**config.mk**
```make
export PLATFORM = sky130hd
export DESIGN_NAME = pipeline_hazard_ctrl
export DESIGN_NICKNAME = d
export VERILOG_FILES = /design/src/rtl/mips_pipe_pkg.sv /design/src/rtl/sb_match.sv /design/src/rtl/pipeline_hazard_ctrl.sv
export SDC_FILE = /design/constraint.sdc
export NUM_CORES = 1
export LEC_CHECK = 0
export BUFFER_PORTS_ARGS = -buffer_cell sky130_fd_sc_hd__clkbuf_2
export CAP_MARGIN = 20
export CORE_UTILIZATION = 54
export CTS_CLUSTER_SIZE = 20
export DETAILED_ROUTE_END_ITERATION = 6
export GPL_ROUTABILITY_DRIVEN = 0
export GPL_TIMING_DRIVEN = 0
export HOLD_SLACK_MARGIN = 0.02
export PLACE_DENSITY = 0.79
export RECOVER_POWER = 25
export SETUP_SLACK_MARGIN = 0.2
export SLEW_MARGIN = 20
export SYNTH_ARGS = -nofsm -noshare
export SYNTH_HDL_FRONTEND = slang
export SYNTH_SLANG_ARGS = --single-unit
```
**constraint.sdc**
```tcl
create_clock -name clk -period 2.5 [get_ports clk]
set_input_delay 0.5 -clock clk [delete_from_list [all_inputs] [get_ports clk]]
set_output_delay 0.5 -clock clk [all_outputs]
set_load 0.03 [all_outputs]
```
**src/rtl/mips_pipe_pkg.sv**
```systemverilog
// Shared definitions for the MIPS pipeline hazard/forwarding controller:
// scoreboard entry layout, forwarding select encoding and the match helper.
package mips_pipe_pkg;

  // Register index width stored in a scoreboard entry; narrower core
  // register indices are zero-extended into it.
  localparam int SB_REG_W = 8;

  // Forwarding select encoding (k = result held in scoreboard slot k).
  localparam int FWD_RF     = 0;
  localparam int FWD_EX_MEM = 1;
  localparam int FWD_MEM_WB = 2;

  typedef struct packed {
    logic                valid;
    logic [SB_REG_W-1:0] rd;
    logic                regwrite;
    logic                memread;
    logic [SB_REG_W-1:0] rs;
    logic [SB_REG_W-1:0] rt;
    logic                rs_used;
    logic                rt_used;
  } sb_entry_t;

  localparam sb_entry_t SB_EMPTY = '{
    valid:    1'b0,
    rd:       {SB_REG_W{1'b0}},
    regwrite: 1'b0,
    memread:  1'b0,
    rs:       {SB_REG_W{1'b0}},
    rt:       {SB_REG_W{1'b0}},
    rs_used:  1'b0,
    rt_used:  1'b0
  };

  // A slot produces register r when it is a real writer of r; $0 is never produced.
  function automatic logic slot_writes(input logic                valid,
                                       input logic                regwrite,
                                       input logic [SB_REG_W-1:0] rd,
                                       input logic [SB_REG_W-1:0] r);
    return valid && regwrite && (rd == r) && (r != {SB_REG_W{1'b0}});
  endfunction

endpackage

```
**src/rtl/sb_match.sv**
```systemverilog
// Per-slot comparator: does this scoreboard slot produce either of two
// (used) source registers?
module sb_match
  import mips_pipe_pkg::*;
(
  input  logic                valid,
  input  logic                regwrite,
  input  logic [SB_REG_W-1:0] rd,
  input  logic [SB_REG_W-1:0] rs,
  input  logic [SB_REG_W-1:0] rt,
  input  logic                uses_rs,
  input  logic                uses_rt,
  output logic                hit_rs,
  output logic                hit_rt
);

  // Evaluate the match rule for both sources; unused sources never hit.
  always_comb begin
    hit_rs = uses_rs && slot_writes(valid, regwrite, rd, rs);
    hit_rt = uses_rt && slot_writes(valid, regwrite, rd, rt);
  end

endmodule

```
**src/rtl/pipeline_hazard_ctrl.sv**
```systemverilog
// Hazard, forwarding and flush controller. Keeps a scoreboard of in-flight
// writers (slot 0 = ID/EX .. slot DEPTH-1), derives EX forwarding selects,
// load-use stalls and branch/jump flushes, and counts stall/flush events.
module pipeline_hazard_ctrl
  import mips_pipe_pkg::*;
#(
  parameter  int REG_W        = 5,
  parameter  int FWD_STAGES   = 2,
  parameter  int LOAD_LAT     = 1,
  parameter  int RESOLVE_SLOT = 1,
  parameter  int CNT_W        = 16,
  localparam int DEPTH        = FWD_STAGES + 1,
  localparam int FWD_W        = $clog2(DEPTH)
)(
  input  logic             clk,
  input  logic             reset,
  input  logic             id_valid,
  input  logic [REG_W-1:0] id_rs,
  input  logic [REG_W-1:0] id_rt,
  input  logic             id_uses_rs,
  input  logic             id_uses_rt,
  input  logic [REG_W-1:0] id_rd,
  input  logic             id_regwrite,
  input  logic             id_memread,
  input  logic             redirect,
  output logic             pc_write,
  output logic             if_id_write,
  output logic             if_id_flush,
  output logic             id_ex_bubble,
  output logic [FWD_W-1:0] fwd_a,
  output logic [FWD_W-1:0] fwd_b,
  output logic [CNT_W-1:0] stall_cnt,
  output logic [CNT_W-1:0] flush_cnt
);

  localparam logic [CNT_W-1:0] CNT_MAX = {CNT_W{1'b1}};
  localparam logic [CNT_W-1:0] CNT_ONE = {{(CNT_W-1){1'b0}}, 1'b1};

  sb_entry_t sb_r      [DEPTH];
  sb_entry_t sb_next_s [DEPTH];
  sb_entry_t id_entry_s;

  logic [DEPTH-1:1]    fwd_hit_rs_s;
  logic [DEPTH-1:1]    fwd_hit_rt_s;
  logic [LOAD_LAT-1:0] ld_hit_rs_s;
  logic [LOAD_LAT-1:0] ld_hit_rt_s;
  logic                stall_s;

  // Pack the instruction in ID into a scoreboard entry.
  always_comb begin
    id_entry_s          = SB_EMPTY;
    id_entry_s.valid    = 1'b1;
    id_entry_s.rd       = SB_REG_W'(id_rd);
    id_entry_s.regwrite = id_regwrite;
    id_entry_s.memread  = id_memread;
    id_entry_s.rs       = SB_REG_W'(id_rs);
    id_entry_s.rt       = SB_REG_W'(id_rt);
    id_entry_s.rs_used  = id_uses_rs;
    id_entry_s.rt_used  = id_uses_rt;
  end

  // Per-slot comparators: forwarding compares older slots against the
  // instruction in slot 0; load-use compares young slots against ID.
  for (genvar g = 0; g < DEPTH; g++) begin : g_slot
    if (g >= 1) begin : g_fwd
      sb_match u_fwd_match (
        .valid    (sb_r[g].valid),
        .regwrite (sb_r[g].regwrite),
        .rd       (sb_r[g].rd),
        .rs       (sb_r[0].rs),
        .rt       (sb_r[0].rt),
        .uses_rs  (sb_r[0].rs_used),
        .uses_rt  (sb_r[0].rt_used),
        .hit_rs   (fwd_hit_rs_s[g]),
        .hit_rt   (fwd_hit_rt_s[g])
      );
    end
    if (g < LOAD_LAT) begin : g_ld
      sb_match u_ld_match (
        .valid    (sb_r[g].valid),
        .regwrite (sb_r[g].regwrite),
        .rd       (sb_r[g].rd),
        .rs       (id_entry_s.rs),
        .rt       (id_entry_s.rt),
        .uses_rs  (id_uses_rs),
        .uses_rt  (id_uses_rt),
        .hit_rs   (ld_hit_rs_s[g]),
        .hit_rt   (ld_hit_rt_s[g])
      );
    end
  end

  // Load-use stall: a load whose data is not yet forwardable feeds ID.
  always_comb begin
    stall_s = 1'b0;
    for (int j = 0; j < LOAD_LAT; j++) begin
      if (sb_r[j].memread && (ld_hit_rs_s[j] || ld_hit_rt_s[j])) begin
        stall_s = 1'b1;
      end else begin
        stall_s = stall_s;
      end
    end
    if (!id_valid) begin
      stall_s = 1'b0;
    end else begin
      stall_s = stall_s;
    end
  end

  // Forwarding priority encoder: the youngest matching producer wins.
  always_comb begin
    fwd_a = FWD_W'(FWD_RF);
    fwd_b = FWD_W'(FWD_RF);
    for (int j = FWD_STAGES; j >= FWD_EX_MEM; j--) begin
      if (fwd_hit_rs_s[j]) begin
        fwd_a = FWD_W'(j);
      end else begin
        fwd_a = fwd_a;
      end
      if (fwd_hit_rt_s[j]) begin
        fwd_b = FWD_W'(j);
      end else begin
        fwd_b = fwd_b;
      end
    end
    if (!sb_r[0].valid) begin
      fwd_a = FWD_W'(FWD_RF);
      fwd_b = FWD_W'(FWD_RF);
    end else begin
      fwd_a = fwd_a;
      fwd_b = fwd_b;
    end
  end

  // Pipeline handshake: redirect dominates a stall.
  always_comb begin
    pc_write     = 1'b1;
    if_id_write  = 1'b1;
    if_id_flush  = 1'b0;
    id_ex_bubble = 1'b0;
    case ({redirect, stall_s})
      2'b10, 2'b11: begin
        pc_write     = 1'b1;
        if_id_write  = 1'b1;
        if_id_flush  = 1'b1;
        id_ex_bubble = 1'b1;
      end
      2'b01: begin
        pc_write     = 1'b0;
        if_id_write  = 1'b0;
        if_id_flush  = 1'b0;
        id_ex_bubble = 1'b1;
      end
      default: begin
        pc_write     = 1'b1;
        if_id_write  = 1'b1;
        if_id_flush  = 1'b0;
        id_ex_bubble = 1'b0;
      end
    endcase
  end

  // Next scoreboard contents: shift toward older slots, squash the
  // wrong-path slots younger than the resolving one on redirect.
  always_comb begin
    for (int j = 0; j < DEPTH; j++) begin
      sb_next_s[j] = SB_EMPTY;
    end
    if (id_valid && !stall_s && !redirect) begin
      sb_next_s[0] = id_entry_s;
    end else begin
      sb_next_s[0] = SB_EMPTY;
    end
    for (int j = 1; j < DEPTH; j++) begin
      sb_next_s[j] = sb_r[j-1];
      if (redirect && ((j - 1) < RESOLVE_SLOT)) begin
        sb_next_s[j].valid = 1'b0;
      end else begin
        sb_next_s[j].valid = sb_r[j-1].valid;
      end
    end
  end

  // Scoreboard register.
  always_ff @(posedge clk or negedge reset) begin
    if (!reset) begin
      for (int j = 0; j < DEPTH; j++) begin
        sb_r[j] <= SB_EMPTY;
      end
    end else begin
      for (int j = 0; j < DEPTH; j++) begin
        sb_r[j] <= sb_next_s[j];
      end
    end
  end

  // Saturating stall/flush event counters.
  always_ff @(posedge clk or negedge reset) begin
    if (!reset) begin
      stall_cnt <= {CNT_W{1'b0}};
      flush_cnt <= {CNT_W{1'b0}};
    end else begin
      if (stall_s && !redirect && (stall_cnt != CNT_MAX)) begin
        stall_cnt <= stall_cnt + CNT_ONE;
      end else begin
        stall_cnt <= stall_cnt;
      end
      if (redirect && (flush_cnt != CNT_MAX)) begin
        flush_cnt <= flush_cnt + CNT_ONE;
      end else begin
        flush_cnt <= flush_cnt;
      end
    end
  end

endmodule

```
==> results of run 1 <==
[area by class of cell]
class / instances / area share, %
clock buffer: 14 / 4.37
sequential: 66 / 41.8
buffer: 10 / 2.06
multi-input combinational: 184 / 36.3
timing repair buffer: 80 / 12.9
clock inverter: 2 / 0.253
inverter: 1 / 0.0949
tap: 70 / 2.21
[cells by family after synthesis]
family | count (synthesis) | synth area share (%)
xor gates and xnor gates | 57 | 16.4
AOI/OAI and AO/OA | 9 | 1.98
and+or+nand+nor | 114 | 23.2
adders and majority gates | 2 | 0.824
buffers and inverters | 11 | 2.35
muxes | 2 | 0.742
DFF | 66 | 54.4
[cell usage in the layout, fill, tap and decap left out, drive strengths merged, types with 3 or more instances in the layout]
cell,synthesis,final
and2,23,23
and3,9,9
and4,5,5
buf,5,25
clkbuf,5,78
dfrtp,66,66
nand2,12,12
nand3,25,25
nand4,10,10
nor2,8,8
nor3,3,3
nor4,8,8
or4,3,3
xnor2,39,39
xor2,18,18
[timing repair]
item,4_1_cts,5_1_grt
gates resized for setup,23,19
pin swaps,9,8
hold endpoints to repair,7,0
buffers inserted,14,3
endpoints found under the setup margin,7,7
hold buffers,1,0
[layer usage]
layer | vias up | track usage (%) | wire, microns
met3 | 8 | 6.07 | 238
li1 | 1083 | - | -
met1 | 1145 | 29.5 | 2850
met5 | - | 0 | 0
met2 | 49 | 41.7 | 3560
met4 | 0 | 6.79 | 55
[metrics by stage]
| step | setup TNS [ps] | setup slack [ps] | utilization, % | hold WS [ps] |
|---|---|---|---|---|
| detailed placement | -22.8 | -22.8 | 66.3 | 364 |
| CTS | -19.6 | -19.6 | 73.8 | 353 |
| global placement | -12.6 | -12.6 | 65.7 | 356 |
| global route | -163 | -95.1 | 75.0 | 366 |
| finish | -29.0 | -29.0 | 75.0 | 367 |
| floorplan | 0 | 241 | - | 204 |
[worst min-delay path by stage]
stage,slack [ps],startpoint,end
2_1_floorplan,200,reset,flush_cnt[0]
3_3_place_gp,360,sb_next_s[28],sb_r[28]
3_5_place_dp,360,sb_next_s[48],sb_next_s[19]
4_1_cts,350,id_rd[2],sb_next_s[51]
5_1_grt,370,id_rd[4],sb_next_s[53]
6_report,370,id_rd[4],sb_next_s[53]
[registers in the layout (all words and copies together) (netlist names)]
register   flops
sb_next_s     26
flush_cnt     16
stall_cnt     16
sb_r           8
[power by group through the flow]
stage	Combinational, mW	Sequential [mW]	Clock (mW)
6_report	0.419	1.23	0.825
4_1_cts	0.413	1.23	0.832
3_5_place_dp	0.385	1.25	0
3_3_place_gp	0.371	1.24	0
5_1_grt	0.452	1.24	0.878
2_1_floorplan	0.148	1.34	0
==> flow_summary.yaml, run 1 <==
timing:
  min_period_ps: 2530
  slew_headroom_pct: 50.7
  setup_viol: 1
  rsz0062_at_grt: "yes"
  fin_ws_ps: -29.0
  fin_skew_ps: 11.1
  timing.fmax_ghz: 0.395
  finalHoldViolCount: 0
  finalCritPeriodShare_pct: 101
  final_max_slew_viol_count: 0
  worstMarginPinSlew_ps: 740
floorplan:
  num_io_pins: 63
  fp.dieH_microns: 77.0
  core-area_sq_um: 5270
  initial_core_util_pct: 57.6
  die_x_microns: 77.0
  dieArea_sq_um: 5930
  row_count: 26
critical_path:
  r2r_slack_ps: 440
  critPathMaxStageDelay_ps: 490
  cp_data_required_time_ps: 2000
  crit_family: "simple AND/OR/NAND/NOR gates"
  cp.arrival_ps: 2030
  cp_slowest_cell: "or4_4"
  reg2reg_from: "stall_cnt[0]"
  timing.rr.end: "stall_cnt[1]"
  cp.depth: 5
  critPathKind: "flip-flop to primary output"
  cp-startpoint: "sb_next_s[39]"
  worst-path-buf-inv: 1
  crit_end: "fwd_a[1]"
  end_kind: "primary output"
  path_cells: "xnor2_1, nand2_1, or4_4, nor4_4, clkbuf_8"
  start_kind: "flip-flop"
  crit_fanout: 3
  r2r_cells: 7
detailed_routing:
  viasPerCell: 5.35
  vias: 2285
  drtAntennaViolNets: 0
  drc_errors: 0
  drt_iter0_markers: 89
  wire_per_inst_microns: 15.7
  dr.pass1.iters: 4
  detail_route.wirelength_microns: 6710
clock_tree:
  cts_buffer_depth: 2
  cts-buffers-inserted: 9
  h-tree-depth: 3
  cts_tree: "built"
  cts-root-buf: "clkbuf_8"
  cts.clk_slew.worst_paths_ps: 70
  worstSkewPairLatency_ps: 340
  cts_sinks: 66
finish:
  antenna_cells: 0
  fin_cells: 427
  design_area_sq_um: 3960
  drive_gt1_share_pct: 35.0
  multi_input_area_sq_um: 1440
  area_growth_pct: 30.3
  regArea_sq_um: 1650
  n_fill_cell: 382
  final_nets: 377
placed_design:
  io_buffers: 61
  dpl.cell_count: 393
  hpwlAfterDp_microns: 4420
  place_area_sq_um: 3490
yosys:
  synthTopCellsByArea: "dfrtp_1 54%, xnor2_1 11%, xor2_1 5.2%"
  synth_cell_types: 42
  synth_common_cells: "66 x dfrtp_1, 39 x xnor2_1, 23 x and2_1"
  synth.top_cell.area_share_pct: 54.4
  yosys.area.top_type: "dfrtp_1"
  async_reset_ff_share_pct: 100
  syn_nets: 286
  post-synth-top-count-cell: "dfrtp_1"
  ys_ff_latch: 66
  synth_edf_count: 0
  avgSynthCellArea_sq_um: 11.6
  yosys_warnings: 0
  synth-main-ff-cell: "dfrtp_1"
  synthCells: 261
  yosysSeqAreaShare_pct: 54.4
  netlist_area_sq_um: 3040
grt:
  grt_pass1_vias: 2219
  grt_max_degree: 57
  overflow: 0
  grt_usage_pct: 24.0
  grt_pass1_wl_microns: 10900
  grt_antenna_before_repair: 0
min_path:
  min_path_type: "primary input to flip-flop"
  hold_depth: 2
flow_run:
  maxCapViolCount: 0
outcome:
  violations: "setup timing"
  status: "finished with violations"
power_and_ir_drop:
  p_leak_nw: 1.91
  clkPwrFrac_pct: 33.3
  vdd_drop_max_uv: 380
  p_comb_share_pct: 16.9
  p_int_mw: 1.74
  switchingPower_mw: 0.732
  power_density_nw_per_um2: 626
  power_mw: 2.48
  p_sw_share_pct: 29.6
  sequentialPowerShare_pct: 49.8
No activity file was read; power rests on OpenSTA's default activity.
==> run 2, diff against run 1 <==
Settings changed: PLACE_DENSITY 0.79 to 0.9.
==> run 2 against run 1 <==
  * The flow finishes with violations (capacitance limit, slew limit, setup timing)
  * Wire length rose by 12%
  * Count of clock-buffer cells in the layout did not move
  * Sequential power barely moved
==> flow_summary.yaml, run 2 (same netlist as run 1, synthesis figures left out) <==
outcome:
  status: "finished with violations"
  violations: "capacitance limit, slew limit, setup timing"
floorplan:
  die_x_microns: 77.0
  fp.dieH_microns: 77.0
  num_io_pins: 63
  initial_core_util_pct: 57.6
  core-area_sq_um: 5270
  dieArea_sq_um: 5930
  row_count: 26
power_and_ir_drop:
  p_leak_nw: 1.97
  power_density_nw_per_um2: 625
  vdd_drop_max_uv: 430
  sequentialPowerShare_pct: 47.8
  p_sw_share_pct: 29.1
  clkPwrFrac_pct: 35.0
  switchingPower_mw: 0.750
  p_comb_share_pct: 17.2
  p_int_mw: 1.83
critical_path:
  path_cells: "xnor2_1, nand2_1, or4_4, nor4_4, clkbuf_8"
  start_kind: "flip-flop"
  cp.arrival_ps: 2040
  r2r_cells: 7
  worst-path-buf-inv: 1
  crit_fanout: 3
  end_kind: "primary output"
  cp_slowest_cell: "or4_4"
  crit_family: "simple AND/OR/NAND/NOR gates"
  critPathKind: "flip-flop to primary output"
  r2r_slack_ps: 450
  cp_data_required_time_ps: 2000
  timing.rr.end: "stall_cnt[1]"
  critPathMaxStageDelay_ps: 510
  reg2reg_from: "stall_cnt[0]"
min_path:
  min_to: "sb_next_s[52]"
  hold_start: "id_rd[3]"
  min_path_type: "primary input to flip-flop"
  hold_depth: 2
detailed_routing:
  wire_per_inst_microns: 17.3
  drc_errors: 0
  viasPerCell: 5.56
  vias: 2401
  detail_route.wirelength_microns: 7490
  dr.pass1.iters: 4
  drt_iter0_markers: 144
  drtAntennaViolNets: 0
finish:
  fin_cells: 432
  final_common_cell: "dfrtp_1"
  drive_gt1_share_pct: 39.0
  area_growth_pct: 36.1
  final_nets: 382
  utilization_pct: 78.4
  design_area_sq_um: 4130
  final_cell_mix: "64 x dfrtp_1, 53 x clkbuf_2, 31 x xnor2_1"
  antenna_cells: 0
  largest_register_ffs: 26
timing:
  fin_skew_ps: 10.0
  setup_viol: 2
  finalCritPeriodShare_pct: 101
  final_max_slew_viol_count: 35
  slew_headroom_pct: -26.4
  timing.fmax_ghz: 0.394
  finalHoldViolCount: 0
  fin_ws_ps: -36.0
  worstMarginPinSlew_ps: 1900
  rsz0062_at_grt: "yes"
  tns_ps: -45.1
  min_period_ps: 2540
placed_design:
  place_area_sq_um: 3490
  dpl.cell_count: 393
  io_buffers: 61
  hpwlAfterDp_microns: 4410
clock_tree:
  cts-root-buf: "clkbuf_8"
  cts-buffers-inserted: 9
  cts_sinks: 66
  worstSkewPairLatency_ps: 340
  cts.clk_slew.worst_paths_ps: 70
  cts_buffer_depth: 2
  cts_tree: "built"
  h-tree-depth: 3
grt:
  grt_max_degree: 36
  grt_pass1_wl_microns: 11800
  grt_antenna_before_repair: 0
  grt_pass1_vias: 2469
  grt_usage_pct: 26.5
  overflow: 0
flow_run:
  maxCapViolCount: 1
-- run 2: cell types whose count changed in the layout (fill, tap and decap cells not counted), moves of 2 or more --
cell      previous run  this run
xnor2_2              3         7
xnor2_1             36        31
clkbuf_4             3         0
buf_6                4         6
nor4_1               5         3
buf_4               15        20
-- run 2: per-stage QoR --
step	setup slack [ps]	hold slack (ps)	power, mW
after global placement	-7.05	357	1.61
after CTS	-34.4	146	2.55
final	-36.0	361	2.58
after floorplan	241	204	1.48
after global routing	-140	367	2.69
after detailed placement	-18.9	361	1.63
-- run 2: worst register-to-register path, delay by kind of cell (launching register included) --
kind / cells / cell delay (ps)
buf+inv: 1 / 150
fa+ha+maj: 1 / 190
simple gates: 4 / 860
mux: 1 / 330
flops: 1 / 400
-- run 2: worst max path at each step --
stage,startpoint,to,slack [ps],depth (start not counted)
finish,sb_next_s[39],fwd_a[1],-40,5
global route,sb_next_s[39],fwd_a[1],-140,5
CTS,sb_next_s[40],fwd_a[1],-30,5
detailed placement,id_rt[3],pc_write,-20,9
global placement,id_rs[0],pc_write,-7,9
floorplan,sb_next_s[32],fwd_b[1],240,4
-- run 2: power groups by stage --
stage	clock network [mW]	registers [mW]	logic [mW]
after CTS	0.910	1.23	0.415
after floorplan	0	1.34	0.148
after global placement	0	1.24	0.373
final	0.905	1.23	0.443
after global routing	0.967	1.24	0.481
after detailed placement	0	1.25	0.386
-- run 2: per-layer routing --
layer  track usage, %  wire length, microns
met1             31.1                  2990
met3             6.67                   377
met2             45.0                  3980
met4             13.8                   143
met5                0                     0
-- run 2: cell type report --
cell class,count,area [sq um]
fill,330,1140
timing repair buffer,85,571
sequential,66,1650
clock buffer,14,163
inverter,1,3.75
multi-input combinational,184,1540
clock inverter,2,35.0
buffer,10,81.3
tap,70,87.6
-- run 2: repair_timing --
action                     CTS  global route
setup buffers               13            10
resized for setup           34            22
setup endpoints to repair    7             7
pin swaps                   17            11
hold buffers                 0             0
==> run 3, diff against run 2 <==
Settings changed: REMOVE_ABC_BUFFERS set to 1.
==> run 3 against run 2 <==
  * The run ends with capacitance limit, slew limit left
  * Critical path depth is the same
  * Count of clock-buffer cells in the layout unchanged
  * Combinational power shrank 9.0%
  * Via count decreased by 7.8%
  * Die area stayed put
  * Global-route usage is 2.9 points lower
  * Cell count is 4.9% lower
  * First-iteration DRC count decreased by 45%
  * Wire length is 16% lower
  * Utilization down 5.9 points
  * Largest cell class unchanged
  * Largest power group unchanged
  * Highest routed layer unchanged
==> flow_summary.yaml, run 3 (same netlist as run 1, synthesis figures left out) <==
timing:
  timing.fmax_ghz: 0.401
  whs_ps: 375
  rsz0062_at_grt: "yes"
  setup_viol: 0
  finalCritPeriodShare_pct: 99.8
  final_max_slew_viol_count: 32
  slew_headroom_pct: -18.0
  min_period_ps: 2490
  worstMarginPinSlew_ps: 1770
  finalHoldViolCount: 0
  fin_skew_ps: 4.89
grt:
  grt_max_degree: 36
  grt_pass1_vias: 2250
  grt_usage_pct: 23.6
  grt_pass1_wl_microns: 10700
  overflow: 0
  grt_antenna_before_repair: 0
floorplan:
  num_io_pins: 63
  row_count: 26
  initial_core_util_pct: 57.6
  fp.dieH_microns: 77.0
  core-area_sq_um: 5270
  die_x_microns: 77.0
  dieArea_sq_um: 5930
clock_tree:
  cts-buffers-inserted: 9
  cts.clk_slew.worst_paths_ps: 60
  cts_buffer_depth: 2
  cts_sinks: 66
  cts_hold_buf: 0
  h-tree-depth: 3
  cts_tree: "built"
  cts-root-buf: "clkbuf_8"
  worstSkewPairLatency_ps: 330
power_and_ir_drop:
  p_int_mw: 1.81
  power_density_nw_per_um2: 659
  p_sw_share_pct: 27.9
  vdd_drop_max_uv: 410
  switchingPower_mw: 0.703
  p_comb_share_pct: 16.0
  sequentialPowerShare_pct: 48.8
  p_leak_nw: 1.84
  clkPwrFrac_pct: 35.2
finish:
  utilization_pct: 72.5
  drive_gt1_share_pct: 34.0
  n_fill_cell: 387
  largest_register_ffs: 26
  fin_cells: 411
  area_growth_pct: 25.8
  final_cell_mix: "64 x dfrtp_1, 55 x clkbuf_2, 39 x xnor2_1"
  final_nets: 361
  design_area_sq_um: 3820
  antenna_cells: 0
  final_common_cell: "dfrtp_1"
placed_design:
  hpwlAfterDp_microns: 4320
  dpl.cell_count: 384
  io_buffers: 62
  place_area_sq_um: 3390
outcome:
  status: "finished with violations"
  violations: "capacitance limit, slew limit"
critical_path:
  critPathKind: "flip-flop to primary output"
  path_cells: "or4_4, o21ai_4, nor4_2, nor4b_2, buf_4"
  worst-path-buf-inv: 1
  cp_slowest_cell: "or4_4"
  cp.arrival_ps: 1990
  critPathMaxStageDelay_ps: 550
  start_kind: "flip-flop"
  end_kind: "primary output"
  crit_fanout: 2
  cp_data_required_time_ps: 2000
  crit_family: "simple AND/OR/NAND/NOR gates"
detailed_routing:
  wire_per_inst_microns: 15.3
  drt_iter0_markers: 79
  vias: 2213
  detail_route.wirelength_microns: 6300
  viasPerCell: 5.38
  drc_errors: 0
  drtAntennaViolNets: 0
  dr.pass1.iters: 4
flow_run:
  maxCapViolCount: 1
min_path:
  min_path_type: "primary input to flip-flop"
[run 3: layout make-up]
class | instances | area (sq um) | share of cell area [%]
Inverter | 1 | 3.75 | 0.0983
Sequential cell | 66 | 1650 | 43.3
Multi-Input combinational cell | 184 | 1420 | 37.2
Clock buffer | 14 | 163 | 4.26
Timing Repair Buffer | 74 | 455 | 11.9
Tap cell | 70 | 87.6 | 2.29
Clock inverter | 2 | 35.0 | 0.917
[run 3: timing repair]
| action | CTS | global route |
|---|---|---|
| endpoints found under the setup margin | 10 | 9 |
| setup buffers | 10 | 1 |
| resized for setup | 23 | 17 |
| pin swaps | 9 | 11 |
[run 3: final timing paths]
kind                                from       endpoint  slack [ps]  cells past startpoint
min in group asynchronous          reset  sb_next_s[29]         630                      1
min reg2reg                sb_next_s[19]       sb_r[19]         380                      0
max                        sb_next_s[32]       fwd_b[1]           6                      5
min                             id_rd[3]  sb_next_s[52]         370                      2
max in group asynchronous          reset   flush_cnt[3]         840                      1
max reg2reg                sb_next_s[50]  sb_next_s[39]         400                      8
[run 3: through the flow]
| step | TNS, ps | power (mW) | setup slack [ps] |
|---|---|---|---|
| after floorplan | -368 | 1.48 | -214 |
| after CTS | -99.2 | 2.52 | -79.0 |
| after detailed placement | -2120 | 1.63 | -151 |
| after global routing | -97.5 | 2.63 | -51.4 |
| after global placement | -602 | 1.61 | -62.9 |
| final | 0 | 2.52 | 6.19 |
[run 3: layer usage]
metal,track usage (%),vias up,share of wire [%]
li1,-,1059,-
met1,30.4,1085,43
met2,38.5,63,52
met3,5.95,6,4.3
met4,9.25,0,0.98
met5,0,-,0
[run 3: power by group through the flow]
| stage | Clock, mW | Combinational, mW | Sequential (mW) |
|---|---|---|---|
| 3_3_place_gp | 0 | 0.365 | 1.24 |
| 3_5_place_dp | 0 | 0.378 | 1.25 |
| 6_report | 0.886 | 0.403 | 1.23 |
| 4_1_cts | 0.902 | 0.398 | 1.22 |
| 5_1_grt | 0.953 | 0.444 | 1.24 |
| 2_1_floorplan | 0 | 0.139 | 1.34 |
